File: src/rtl/fw_pkg.sv
// Shared constants for the AHB flash writer SPI engine: register offsets,
// write-enable key, engine states and STATUS bit positions.
package fw_pkg;

  localparam logic [4:0] OFF_WE     = 5'h00;
  localparam logic [4:0] OFF_SS     = 5'h04;
  localparam logic [4:0] OFF_CTRL   = 5'h08;
  localparam logic [4:0] OFF_IRQEN  = 5'h0C;
  localparam logic [4:0] OFF_TXDATA = 5'h10;
  localparam logic [4:0] OFF_RXDATA = 5'h14;
  localparam logic [4:0] OFF_STATUS = 5'h18;
  localparam logic [4:0] OFF_ID     = 5'h1C;

  localparam logic [31:0] WE_KEY = 32'hA5A85501;

  typedef enum logic [2:0] {
    IDLE   = 3'd0,
    LOAD   = 3'd1,
    SCK_LO = 3'd2,
    SCK_HI = 3'd3,
    DONE   = 3'd4
  } fw_state_e;

  localparam int unsigned ST_BUSY    = 0;
  localparam int unsigned ST_TXFULL  = 1;
  localparam int unsigned ST_TXEMPTY = 2;
  localparam int unsigned ST_RXFULL  = 3;
  localparam int unsigned ST_RXEMPTY = 4;
  localparam int unsigned ST_OVF     = 5;

endpackage

File: src/rtl/ahb_flash_writer_spi_engine_if.sv
// AHB-Lite slave-side bus bundle for the flash writer SPI engine.
interface ahb_flash_writer_spi_engine_if;
  logic        HSEL;
  logic        HREADY;
  logic [1:0]  HTRANS;
  logic        HWRITE;
  logic [2:0]  HSIZE;
  logic [31:0] HADDR;
  logic [31:0] HWDATA;
  logic        HREADYOUT;
  logic [31:0] HRDATA;

  modport slave (
    input  HSEL, HREADY, HTRANS, HWRITE, HSIZE, HADDR, HWDATA,
    output HREADYOUT, HRDATA
  );

  modport master (
    output HSEL, HREADY, HTRANS, HWRITE, HSIZE, HADDR, HWDATA,
    input  HREADYOUT, HRDATA
  );
endinterface

File: src/rtl/fw_sync_fifo.sv
// Single-clock FIFO; a push on a full FIFO is accepted when a pop happens
// in the same cycle.
module fw_sync_fifo #(
  parameter int unsigned DEPTH = 4,
  parameter int unsigned WIDTH = 8
) (
  input  logic             clk,
  input  logic             rst_n,
  input  logic             push,
  input  logic [WIDTH-1:0] din,
  input  logic             pop,
  output logic [WIDTH-1:0] dout,
  output logic             full,
  output logic             empty
);
  localparam int unsigned AW = (DEPTH > 1) ? $clog2(DEPTH) : 1;

  logic [WIDTH-1:0] mem [DEPTH];
  logic [AW-1:0]    wptr, rptr;
  logic [AW:0]      count;
  logic             do_push, do_pop;

  assign empty   = (count == '0);
  assign full    = (count == (AW+1)'(DEPTH));
  assign do_pop  = pop & ~empty;
  assign do_push = push & (~full | do_pop);
  assign dout    = mem[rptr];

  always_ff @(posedge clk or negedge rst_n) begin
    if (!rst_n) begin
      wptr  <= '0;
      rptr  <= '0;
      count <= '0;
    end else begin
      if (do_push) wptr <= wptr + 1'b1;
      if (do_pop)  rptr <= rptr + 1'b1;
      count <= count + {{AW{1'b0}}, do_push} - {{AW{1'b0}}, do_pop};
    end
  end

  always_ff @(posedge clk) begin
    if (do_push) mem[wptr] <= din;
  end
endmodule

File: src/rtl/ahb_flash_writer_spi_engine.sv
// AHB-Lite flash writer with TX/RX byte FIFOs and a single/quad SPI shift engine.
// Optional FW_IRQ_EN adds the irq output and the IRQEN register at 0x0C.
module ahb_flash_writer_spi_engine
  import fw_pkg::*;
#(
  parameter int unsigned TX_DEPTH    = 4,
  parameter int unsigned RX_DEPTH    = 4,
  parameter int unsigned DIV_W       = 8,
  parameter int unsigned DEFAULT_DIV = 1,
  parameter logic [31:0] MAGIC       = 32'hABCD0002
) (
  input  logic                          HCLK,
  input  logic                          HRESETn,
  ahb_flash_writer_spi_engine_if.slave  bus,
  output logic                          fm_sck,
  output logic                          fm_ce_n,
  output logic [3:0]                    fm_dout,
  output logic [3:0]                    fm_douten,
  input  logic [3:0]                    fm_din
`ifdef FW_IRQ_EN
  ,
  output logic                          irq
`endif
);

  logic             ap_valid, ap_write;
  logic [4:0]       ap_addr;
  logic             hready, wr, wr_en, rd, ss_pend;
  logic             en, ce_n, quad, qdir, ovf;
  logic [DIV_W-1:0] div, cnt;
  fw_state_e        state;
  logic [7:0]       shreg, rxsh;
  logic [3:0]       nbits;
  logic             busy;
  logic             tx_push, tx_pop, tx_full, tx_empty;
  logic             rx_push, rx_pop, rx_full, rx_empty;
  logic [7:0]       tx_dout, rx_dout;
  logic [31:0]      rdata;
  logic             unused_bits;
`ifdef FW_IRQ_EN
  logic [2:0]       irqen;
`endif

  assign unused_bits = ^{bus.HSIZE, bus.HADDR[31:5], bus.HADDR[1:0], bus.HTRANS[0]};

  always_ff @(posedge HCLK or negedge HRESETn) begin
    if (!HRESETn) begin
      ap_valid <= 1'b0;
      ap_write <= 1'b0;
      ap_addr  <= '0;
    end else if (bus.HREADY) begin
      ap_valid <= bus.HSEL & bus.HTRANS[1];
      ap_write <= bus.HWRITE;
      ap_addr  <= {bus.HADDR[4:2], 2'b00};
    end
  end

  // An SS write waits for the engine to drain so CE never changes mid-byte.
  assign busy    = (state != IDLE) | ~tx_empty;
  assign ss_pend = ap_valid & ap_write & en & (ap_addr == OFF_SS);
  assign hready  = ~(ss_pend & ~((state == IDLE) & tx_empty));
  assign wr      = ap_valid & ap_write & hready;
  assign wr_en   = wr & en;
  assign rd      = ap_valid & ~ap_write;

  assign tx_push = wr_en & (ap_addr == OFF_TXDATA);
  assign tx_pop  = (state == LOAD);
  assign rx_pop  = rd & (ap_addr == OFF_RXDATA);
  assign rx_push = (state == DONE) & (~quad | qdir);

  fw_sync_fifo #(.DEPTH(TX_DEPTH), .WIDTH(8)) u_tx_fifo (
    .clk(HCLK), .rst_n(HRESETn), .push(tx_push), .din(bus.HWDATA[7:0]),
    .pop(tx_pop), .dout(tx_dout), .full(tx_full), .empty(tx_empty)
  );

  fw_sync_fifo #(.DEPTH(RX_DEPTH), .WIDTH(8)) u_rx_fifo (
    .clk(HCLK), .rst_n(HRESETn), .push(rx_push), .din(rxsh),
    .pop(rx_pop), .dout(rx_dout), .full(rx_full), .empty(rx_empty)
  );

  always_ff @(posedge HCLK or negedge HRESETn) begin
    if (!HRESETn) begin
      en    <= 1'b0;
      ce_n  <= 1'b1;
      quad  <= 1'b0;
      qdir  <= 1'b0;
      div   <= DIV_W'(DEFAULT_DIV);
      ovf   <= 1'b0;
`ifdef FW_IRQ_EN
      irqen <= '0;
`endif
    end else begin
      if (wr && ap_addr == OFF_WE) en <= (bus.HWDATA == WE_KEY);
      if (wr_en) begin
        case (ap_addr)
          OFF_SS:     ce_n <= bus.HWDATA[0];
          OFF_CTRL:   if (!busy) begin
                        quad <= bus.HWDATA[0];
                        qdir <= bus.HWDATA[1];
                        div  <= bus.HWDATA[8 +: DIV_W];
                      end
`ifdef FW_IRQ_EN
          OFF_IRQEN:  irqen <= bus.HWDATA[2:0];
`endif
          OFF_STATUS: if (bus.HWDATA[ST_OVF]) ovf <= 1'b0;
          default:    ;
        endcase
      end
      if (tx_push && tx_full && !tx_pop) ovf <= 1'b1;
    end
  end

  always_ff @(posedge HCLK or negedge HRESETn) begin
    if (!HRESETn) begin
      state <= IDLE;
      shreg <= '0;
      rxsh  <= '0;
      nbits <= '0;
      cnt   <= '0;
    end else begin
      case (state)
        IDLE:   if (en && !tx_empty && !rx_full) state <= LOAD;
        LOAD: begin
          shreg <= tx_dout;
          nbits <= quad ? 4'd2 : 4'd8;
          cnt   <= '0;
          state <= SCK_LO;
        end
        SCK_LO: begin
          if (cnt == div) begin
            cnt   <= '0;
            rxsh  <= quad ? {rxsh[3:0], fm_din} : {rxsh[6:0], fm_din[1]};
            state <= SCK_HI;
          end else begin
            cnt <= cnt + 1'b1;
          end
        end
        SCK_HI: begin
          if (cnt == div) begin
            cnt   <= '0;
            shreg <= quad ? {shreg[3:0], 4'b0000} : {shreg[6:0], 1'b0};
            nbits <= nbits - 1'b1;
            state <= (nbits == 4'd1) ? DONE : SCK_LO;
          end else begin
            cnt <= cnt + 1'b1;
          end
        end
        DONE:    state <= IDLE;
        default: state <= IDLE;
      endcase
    end
  end

  // The shift register empties itself, so fm_dout returns to 0 between bytes.
  assign fm_sck    = (state == SCK_HI);
  assign fm_ce_n   = ce_n;
  assign fm_dout   = quad ? shreg[7:4] : {3'b000, shreg[7]};
  assign fm_douten = !quad ? 4'b0001 : (qdir ? 4'b0000 : 4'b1111);

  always_comb begin
    rdata = '0;
    if (rd) begin
      case (ap_addr)
        OFF_WE:     rdata[0] = en;
        OFF_SS:     rdata[0] = ce_n;
        OFF_CTRL: begin
          rdata[0]          = quad;
          rdata[1]          = qdir;
          rdata[8 +: DIV_W] = div;
        end
`ifdef FW_IRQ_EN
        OFF_IRQEN:  rdata[2:0] = irqen;
`endif
        OFF_RXDATA: if (!rx_empty) rdata[7:0] = rx_dout;
        OFF_STATUS: begin
          rdata[ST_BUSY]    = busy;
          rdata[ST_TXFULL]  = tx_full;
          rdata[ST_TXEMPTY] = tx_empty;
          rdata[ST_RXFULL]  = rx_full;
          rdata[ST_RXEMPTY] = rx_empty;
          rdata[ST_OVF]     = ovf;
        end
        OFF_ID:     rdata = MAGIC;
        default:    rdata = '0;
      endcase
    end
  end

  assign bus.HRDATA    = rdata;
  assign bus.HREADYOUT = hready;

`ifdef FW_IRQ_EN
  always_ff @(posedge HCLK or negedge HRESETn) begin
    if (!HRESETn) irq <= 1'b0;
    else          irq <= |(irqen & {ovf, ~rx_empty, tx_empty & ~busy});
  end
`endif

endmodule

File: src/flat_wrapper.sv
// flat-port wrapper written by rule: the top's interface ports become plain ports
module ahb_flash_writer_spi_engine_flat import fw_pkg::*;
#(
  parameter int unsigned TX_DEPTH    = 4,
  parameter int unsigned RX_DEPTH    = 4,
  parameter int unsigned DIV_W       = 8,
  parameter int unsigned DEFAULT_DIV = 1,
  parameter logic [31:0] MAGIC       = 32'hABCD0002
)
  (HCLK, HRESETn, fm_sck, fm_ce_n, fm_dout, fm_douten, fm_din, bus_HSEL, bus_HREADY, bus_HTRANS, bus_HWRITE, bus_HSIZE, bus_HADDR, bus_HWDATA, bus_HREADYOUT, bus_HRDATA);
  ahb_flash_writer_spi_engine_if bus_i ();
  input  logic HCLK;
  input  logic HRESETn;
  output logic fm_sck;
  output logic fm_ce_n;
  output logic [3:0] fm_dout;
  output logic [3:0] fm_douten;
  input  logic [3:0] fm_din;
  input wire logic [$bits(bus_i.HSEL)-1:0] bus_HSEL;
  input wire logic [$bits(bus_i.HREADY)-1:0] bus_HREADY;
  input wire logic [$bits(bus_i.HTRANS)-1:0] bus_HTRANS;
  input wire logic [$bits(bus_i.HWRITE)-1:0] bus_HWRITE;
  input wire logic [$bits(bus_i.HSIZE)-1:0] bus_HSIZE;
  input wire logic [$bits(bus_i.HADDR)-1:0] bus_HADDR;
  input wire logic [$bits(bus_i.HWDATA)-1:0] bus_HWDATA;
  output wire logic [$bits(bus_i.HREADYOUT)-1:0] bus_HREADYOUT;
  output wire logic [$bits(bus_i.HRDATA)-1:0] bus_HRDATA;
  assign bus_i.HSEL = bus_HSEL;
  assign bus_i.HREADY = bus_HREADY;
  assign bus_i.HTRANS = bus_HTRANS;
  assign bus_i.HWRITE = bus_HWRITE;
  assign bus_i.HSIZE = bus_HSIZE;
  assign bus_i.HADDR = bus_HADDR;
  assign bus_i.HWDATA = bus_HWDATA;
  assign bus_HREADYOUT = bus_i.HREADYOUT;
  assign bus_HRDATA = bus_i.HRDATA;
  ahb_flash_writer_spi_engine #(.TX_DEPTH(TX_DEPTH), .RX_DEPTH(RX_DEPTH), .DIV_W(DIV_W), .DEFAULT_DIV(DEFAULT_DIV), .MAGIC(MAGIC)) u_core (.HCLK(HCLK), .HRESETn(HRESETn), .bus(bus_i), .fm_sck(fm_sck), .fm_ce_n(fm_ce_n), .fm_dout(fm_dout), .fm_douten(fm_douten), .fm_din(fm_din));
endmodule
File: config.mk
export PLATFORM = sky130hd
export DESIGN_NAME = ahb_flash_writer_spi_engine_flat
export DESIGN_NICKNAME = d
export VERILOG_FILES = /design/src/rtl/fw_pkg.sv /design/src/rtl/ahb_flash_writer_spi_engine_if.sv /design/src/rtl/fw_sync_fifo.sv /design/src/rtl/ahb_flash_writer_spi_engine.sv /design/src/flat_wrapper.sv
export SDC_FILE = /design/constraint.sdc
export NUM_CORES = 1
export LEC_CHECK = 0
export CORE_MARGIN = 1
export CORE_UTILIZATION = 56
export CTS_CLUSTER_SIZE = 16
export DETAILED_ROUTE_END_ITERATION = 10
export GPL_ROUTABILITY_DRIVEN = 0
export PLACE_DENSITY_LB_ADDON = 0.05
export SYNTH_ARGS = -nofsm -noshare
export SYNTH_HDL_FRONTEND = slang
export SYNTH_SLANG_ARGS = --single-unit
File: constraint.sdc
create_clock -name HCLK -period 7.05 [get_ports HCLK]
set_input_delay 0.705 -clock HCLK [delete_from_list [all_inputs] [get_ports HCLK]]
set_output_delay 0.705 -clock HCLK [all_outputs]
set_load 0.05 [all_outputs]
==> qor.csv, run 1 <==
metric,value,unit
dominant synthesized flop cell,edfxtp_1,
Async SR Flop Fraction,49.6,%
most frequent cells in the layout,"clkdlybuf4s50_1 (80), edfxtp_1 (64), dfrtp_1 (61), nand2_1 (28)",
Top Ports,121,
status,finished clean,
number of enable flip-flop cells after synthesis,64,
Synth warnings,0,
relative slew slack,15.5,%
Place WS,3800,ps
post-synth top area cell,edfxtp_1,
CTS Buf Count,17,
Worst setup SP type,flop,
CTS resizes,0,
worst setup margin,3240,ps
DRC,0,
average wire per standard cell,18.7,microns
post-route setup TNS,0,ps
Clock Latency Late Sink,520,ps
Total Wirelength,12900,microns
worst-margin pin slew,1250,ps
placed insts,658,
Synth Area in Compound Gates,6.34,%
top area cells in the synthesized netlist,"edfxtp_1 (31%), dfrtp_1 (24%), mux4_2 (5.7%)",
GR Util All Layers,24.4,%
final worst path period share,54.0,%
share of cells above drive strength 1,17.8,%
IO buf count,81,
1st-pass router iterations,4,
largest net degree at the start of global routing,64,
post-synthesis xor/xnor area fraction,2.65,%
Crit Path Class,reg -> out,
P&R area growth vs syn,21.5,%
"most common cell after layout, fill and taps aside",clkdlybuf4s50_1,
Vias,3947,
# hold bufs at CTS,0,
Hold Path Class,in -> async,
Initial Util,57.8,%
final instance count without filler cells,690,
Rows,38,
register area share after synthesis,55.6,%
number of synthesized register bits,127,
CTS sink cnt,127,
crit end category,primary output,
Leakage,2.92,nW
vias per cell,5.72,
final slew viol count,0,
Reg2Reg Depth,10,
DIE WIDTH,108,microns
Die H,108,microns
mapped cell area,6290,sq um
GR Overflow Total,0,
CTS tree,yes,
max cap viols,0,
Peak supply drop,0.000211,V
core area,10900,sq um
Synth Area in Adders,3.62,%
PwrDens,297,nW/um^2
DRT iter0 DRCs,239,
Ant. Diodes,0,
post-route ant nets,0,
antenna violations before repair,0,
Syn Inst Count,471,
Root Driver,clkbuf_8,
Clock transition at path regs,60,ps
largest family of logic cells by synthesized area,simple AND/OR/NAND/NOR gates,
H-tree Lvls,4,
Detail Placement HPWL,8980,microns
endpoints failing setup,0,
postcts setup bufs,0,
post-synthesis mux area share,13.1,%
syn avg cell area,13.4,sq um
"Data arrival, critical path",3100,ps
CP max FO,16,
Yosys top cell area share,30.5,%
Clock Tree Buf Depth,2,
die area,11700,sq um
number of global-route vias before repair,3981,
post-synthesis simple-gate area fraction,13.2,%
Max Clock Skew,7.36,ps
Peak Freq,0.263,GHz
Unique masters post-synth,62,
Tot Pwr,2.27,mW
WP data required,6340,ps
Final Critical Period,3810,ps
global-route wire length before repair,20800,microns
final hold violation count,0,
nets@finish,632,
RSZ-0062 raised after global routing,false,
fillers,796,
==> state kept, by name, summed over array words and instances, names as in the netlist, 2 cells and up <==
name / cells
u_core.u_tx_fifo.count: 3
u_core.u_rx_fifo.count: 3
u_core.rxsh: 8
u_core.cnt: 8
u_core.u_tx_fifo.mem: 32
u_core.u_rx_fifo.wptr: 2
u_core.u_rx_fifo.mem: 32
u_core.div: 8
u_core.u_tx_fifo.rptr: 2
u_core.ap_addr: 3
u_core.u_tx_fifo.wptr: 2
u_core.state: 3
u_core.shreg: 8
u_core.u_rx_fifo.rptr: 2
u_core.nbits: 4
==> power breakdown <==
part           internal (mW)  leakage [nW]  total (mW)  switching (mW)
sequential             0.874          1.36       0.988           0.114
combinational          0.192          1.27       0.402           0.210
clock                  0.542         0.281       0.880           0.337
total                   1.61          2.92        2.27           0.661
==> critical path, cell delays in order (launching register included) <==
cell	delay, ps
dfrtp_1	570
nand3b_1	310
nor2_1	330
a21oi_1	120
a2111oi_0	360
clkdlybuf4s50_1	890
==> final cells by class <==
class	count	area, sq um	area share, %
inverter	23	86.3	1.13
timing repair buffer	82	813	10.6
tap	140	175	2.29
clock buffer	17	414	5.42
sequential	127	3500	45.8
multi-input combinational	286	2470	32.3
clock inverter	15	186	2.44
==> Yosys cell counts, drive strengths merged, types with 2 or more instances <==
cell / number
and2: 26
o41ai: 2
nand3: 7
dfstp: 2
o211ai: 9
inv: 23
nand4: 6
fa: 2
a21oi: 6
mux4: 16
nor3: 9
nor2b: 2
nand3b: 3
nor4: 5
dfrtp: 61
edfxtp: 64
buf: 33
and4: 4
xor2: 3
a221oi: 3
nor2: 17
nand2b: 8
or3b: 2
mux2: 37
nand2: 28
clkbuf: 7
o311ai: 2
a22oi: 4
nor3b: 2
a31oi: 2
nor4b: 4
a221o: 5
nor4bb: 4
o21ai: 16
and2b: 2
ha: 15
xnor2: 16
==> path summary, 6_finish.rpt <==
| kind | start | endpoint | slack [ps] |
|---|---|---|---|
| max | u_core.ap_addr[3]$_DFFE_PN0P_ | bus_HRDATA[1] | 3240 |
| min | HRESETn | u_core.u_tx_fifo.count[1]$_DFF_PN0_ | 360 |
| max reg2reg | u_core.quad$_DFFE_PN0P_ | u_core.u_rx_fifo.count[2]$_DFF_PN0_ | 4010 |
| min reg2reg | u_core.shreg[5]$_DFFE_PN0P_ | u_core.shreg[5]$_DFFE_PN0P_ | 540 |
| max in group asynchronous | HRESETn | u_core.state[1]$_DFFE_PN0P_ | 6130 |
| min in group HCLK | u_core.shreg[5]$_DFFE_PN0P_ | u_core.shreg[5]$_DFFE_PN0P_ | 540 |
==> cells by family after synthesis <==
logic type / count (synthesis)
DFF: 127
AOI/OAI and AO/OA: 55
buffers and inverters: 63
and+or+nand+nor: 135
other: 1
muxes: 54
adders and majority gates: 17
xor gates and xnor gates: 19
==> per-layer routing <==
layer	global-route usage [%]	routed length (microns)	vias up
li1	-	-	1838
met1	31.8	5570	1990
met2	39.5	6520	101
met3	5.67	614	18
met4	9.69	189	0
met5	0	0	-
==> metrics by stage <==
stage	hold WS [ps]	utilization (%)	area, sq um
floorplan	409	-	6310
global placement	513	64.7	7040
detailed placement	523	64.7	7040
CTS	384	70.2	7640
global route	404	70.2	7640
finish	356	70.2	7640
No activity file was read; power rests on OpenSTA's default activity.
==> run 2, diff against run 1 <==
--- a/config.mk
+++ b/config.mk
@@ -6,7 +6,7 @@
 export NUM_CORES = 1
 export LEC_CHECK = 0
 export CORE_MARGIN = 1
-export CORE_UTILIZATION = 56
+export CORE_UTILIZATION = 47
 export CTS_CLUSTER_SIZE = 16
 export DETAILED_ROUTE_END_ITERATION = 10
 export GPL_ROUTABILITY_DRIVEN = 0
==> constraint.sdc (replaced) <==
create_clock -name HCLK -period 3.3 [get_ports HCLK]
set_input_delay 0.33 -clock HCLK [delete_from_list [all_inputs] [get_ports HCLK]]
set_output_delay 0.33 -clock HCLK [all_outputs]
set_load 0.05 [all_outputs]
==> run 2 against run 1 <==
  * Critical path depth shrank 2
  * First-iteration DRC count shrank 32%
  * Highest routed layer unchanged
  * Combinational power up 120%
  * Clock skew rose by 1.8 ps
  * Critical endpoint unchanged
  * Setup slack worse by 3000 ps
  * Global-route usage fell by 3.8 points
  * Power increased by 120%
==> qor.csv, run 2 (same netlist as run 1, synthesis figures left out) <==
metric,value,unit,change
final worst path period share,93.7,%,
core area,12800,sq um,+18%
max cap viols,0,,unchanged
CP Launch Point,u_core.u_tx_fifo.count[1]$_DFF_PN0_,,
Initial Util,49.1,%,-8.7 points
CTS Buf Count,17,,unchanged
H-tree Lvls,4,,unchanged
Crit Reg-Reg Startpoint,u_core.ap_write$_DFFE_PN0P_,,
share of cells above drive strength 1,19.3,%,+1.5 points
DIE WIDTH,118,microns,+9.0%
Die H,118,microns,+9.0%
1st-pass router iterations,7,,+3
status,finished clean,,
WP data required,2970,ps,-3370 ps
final slew viol count,0,,unchanged
P&R area growth vs syn,23.7,%,
DRC,0,,unchanged
Root Driver,clkbuf_16,,
DRT iter0 DRCs,163,,-32%
fillers,1014,,+27%
post-route ant nets,0,,unchanged
Hold Path Class,in -> async,,
CP max FO,3,,-13
Detail Placement HPWL,9480,microns,+5.6%
Clock transition at path regs,60,ps,about the same
Crit Path Class,reg -> out,,
Clock Latency Late Sink,420,ps,-100 ps
Max Clock Skew,9.19,ps,+1.83 ps
CTS sink cnt,127,,unchanged
CTS tree,yes,,
die area,13900,sq um,+19%
IO buf count,81,,unchanged
Top Ports,121,,unchanged
GR Overflow Total,0,,unchanged
nets@finish,642,,+1.6%
antenna violations before repair,0,,unchanged
vias per cell,5.46,,-4.6%
GR Util All Layers,20.6,%,-3.8 points
most frequent cells in the layout,"clkdlybuf4s50_1 (80), edfxtp_1 (64), dfrtp_1 (61), nand2_1 (28)",,
Peak supply drop,0.000431,V,+100%
worst-margin pin slew,1080,ps,-178 ps
# hold bufs at CTS,0,,unchanged
largest net degree at the start of global routing,45,,-30%
RSZ-0062 raised after global routing,false,,
Clock Tree Buf Depth,2,,unchanged
average wire per standard cell,17.9,microns,-4.1%
Rows,41,,+7.9%
Peak Freq,0.324,GHz,
PwrDens,636,nW/um^2,+110%
Vias,3995,,+1.2%
postcts setup bufs,0,,unchanged
relative slew slack,28.2,%,+13 points
global-route wire length before repair,21900,microns,+5.2%
Ant. Diodes,0,,unchanged
"most common cell after layout, fill and taps aside",clkdlybuf4s50_1,,
"Data arrival, critical path",2760,ps,-340 ps
Final Critical Period,3090,ps,
post-route setup TNS,0,ps,unchanged
Worst setup SP type,flop,,
crit end category,primary output,,
Total Wirelength,13100,microns,+1.8%
number of global-route vias before repair,4196,,+5.4%
CTS resizes,0,,unchanged
final hold violation count,0,,unchanged
largest registers,"u_core.u_rx_fifo.mem: 32 flops, u_core.u_tx_fifo.mem: 32 flops",,
Leakage,2.99,nW,+2.6%
endpoints failing setup,0,,unchanged
Fin Hold WS,82.7,ps,-274 ps
[run 2: changes by cell type in the layout (fill, tap and decap cells not counted), sizes merged]
| cell | delta |
|---|---|
| buf | +10 |
| inv | +5 |
| clkinvlp | -4 |
| clkinv | -1 |
[run 2: area by class of cell]
cell class,count,area (sq um),share of cell area (%)
clock buffers,17,425,5.47
clock inverters,15,196,2.52
inverters,23,86.3,1.11
multi-input cells,286,2470,31.7
flip-flops and latches,127,3500,45.0
well taps,172,215,2.77
repair buffers,92,888,11.4
[run 2: stage by stage]
step                setup slack, ps  total power, mW  util (%)  cell area, sq um  std cells
floorplan                       172             2.73         -              6310        476
global placement                592             2.98      55.8              7160        700
detailed placement              516             3.03      55.8              7160        700
CTS                             176             4.99      60.7              7780        732
global route                   98.8             5.18      60.7              7780        732
finish                          209             4.95      60.7              7780        732
[run 2: layer usage]
metal / vias up / part of all wire, % / GRT usage (%)
li1: 1867 / - / -
met5: - / 0 / 0
met2: 100 / 51 / 34.7
met3: 18 / 4.4 / 6.78
met4: 0 / 1.4 / 6.65
met1: 2010 / 43 / 24.8
[run 2: worst paths after layout]
| path | endpoint | depth (start not counted) | slack [ps] |
|---|---|---|---|
| max | bus_HRDATA[1] | 3 | 210 |
| min in group HCLK | u_core.ap_valid$_DFFE_PN0P_ | 3 | 490 |
| min | u_core.cnt[7]$_DFFE_PN0P_ | 1 | 80 |
| max reg2reg | u_core.u_rx_fifo.count[2]$_DFF_PN0_ | 11 | 560 |
| min reg2reg | u_core.u_rx_fifo.mem[1][7]$_DFFE_PP_ | 0 | 530 |
| max in group asynchronous | u_core.ap_addr[2]$_DFFE_PN0P_ | 2 | 2410 |
[run 2: worst max-delay path, cell delays in order (launching register included)]
cell             delay, ps
dfrtp_1                420
or3b_2                 510
a2111oi_1              530
clkdlybuf4s50_1        890
[run 2: report_power, final]
group          total, mW  internal (mW)  switching, mW  leakage, nW
clock network       1.96           1.21          0.743        0.307
logic              0.893          0.424          0.469         1.32
registers           2.10           1.87          0.233         1.36
total               4.95           3.50           1.44         2.99
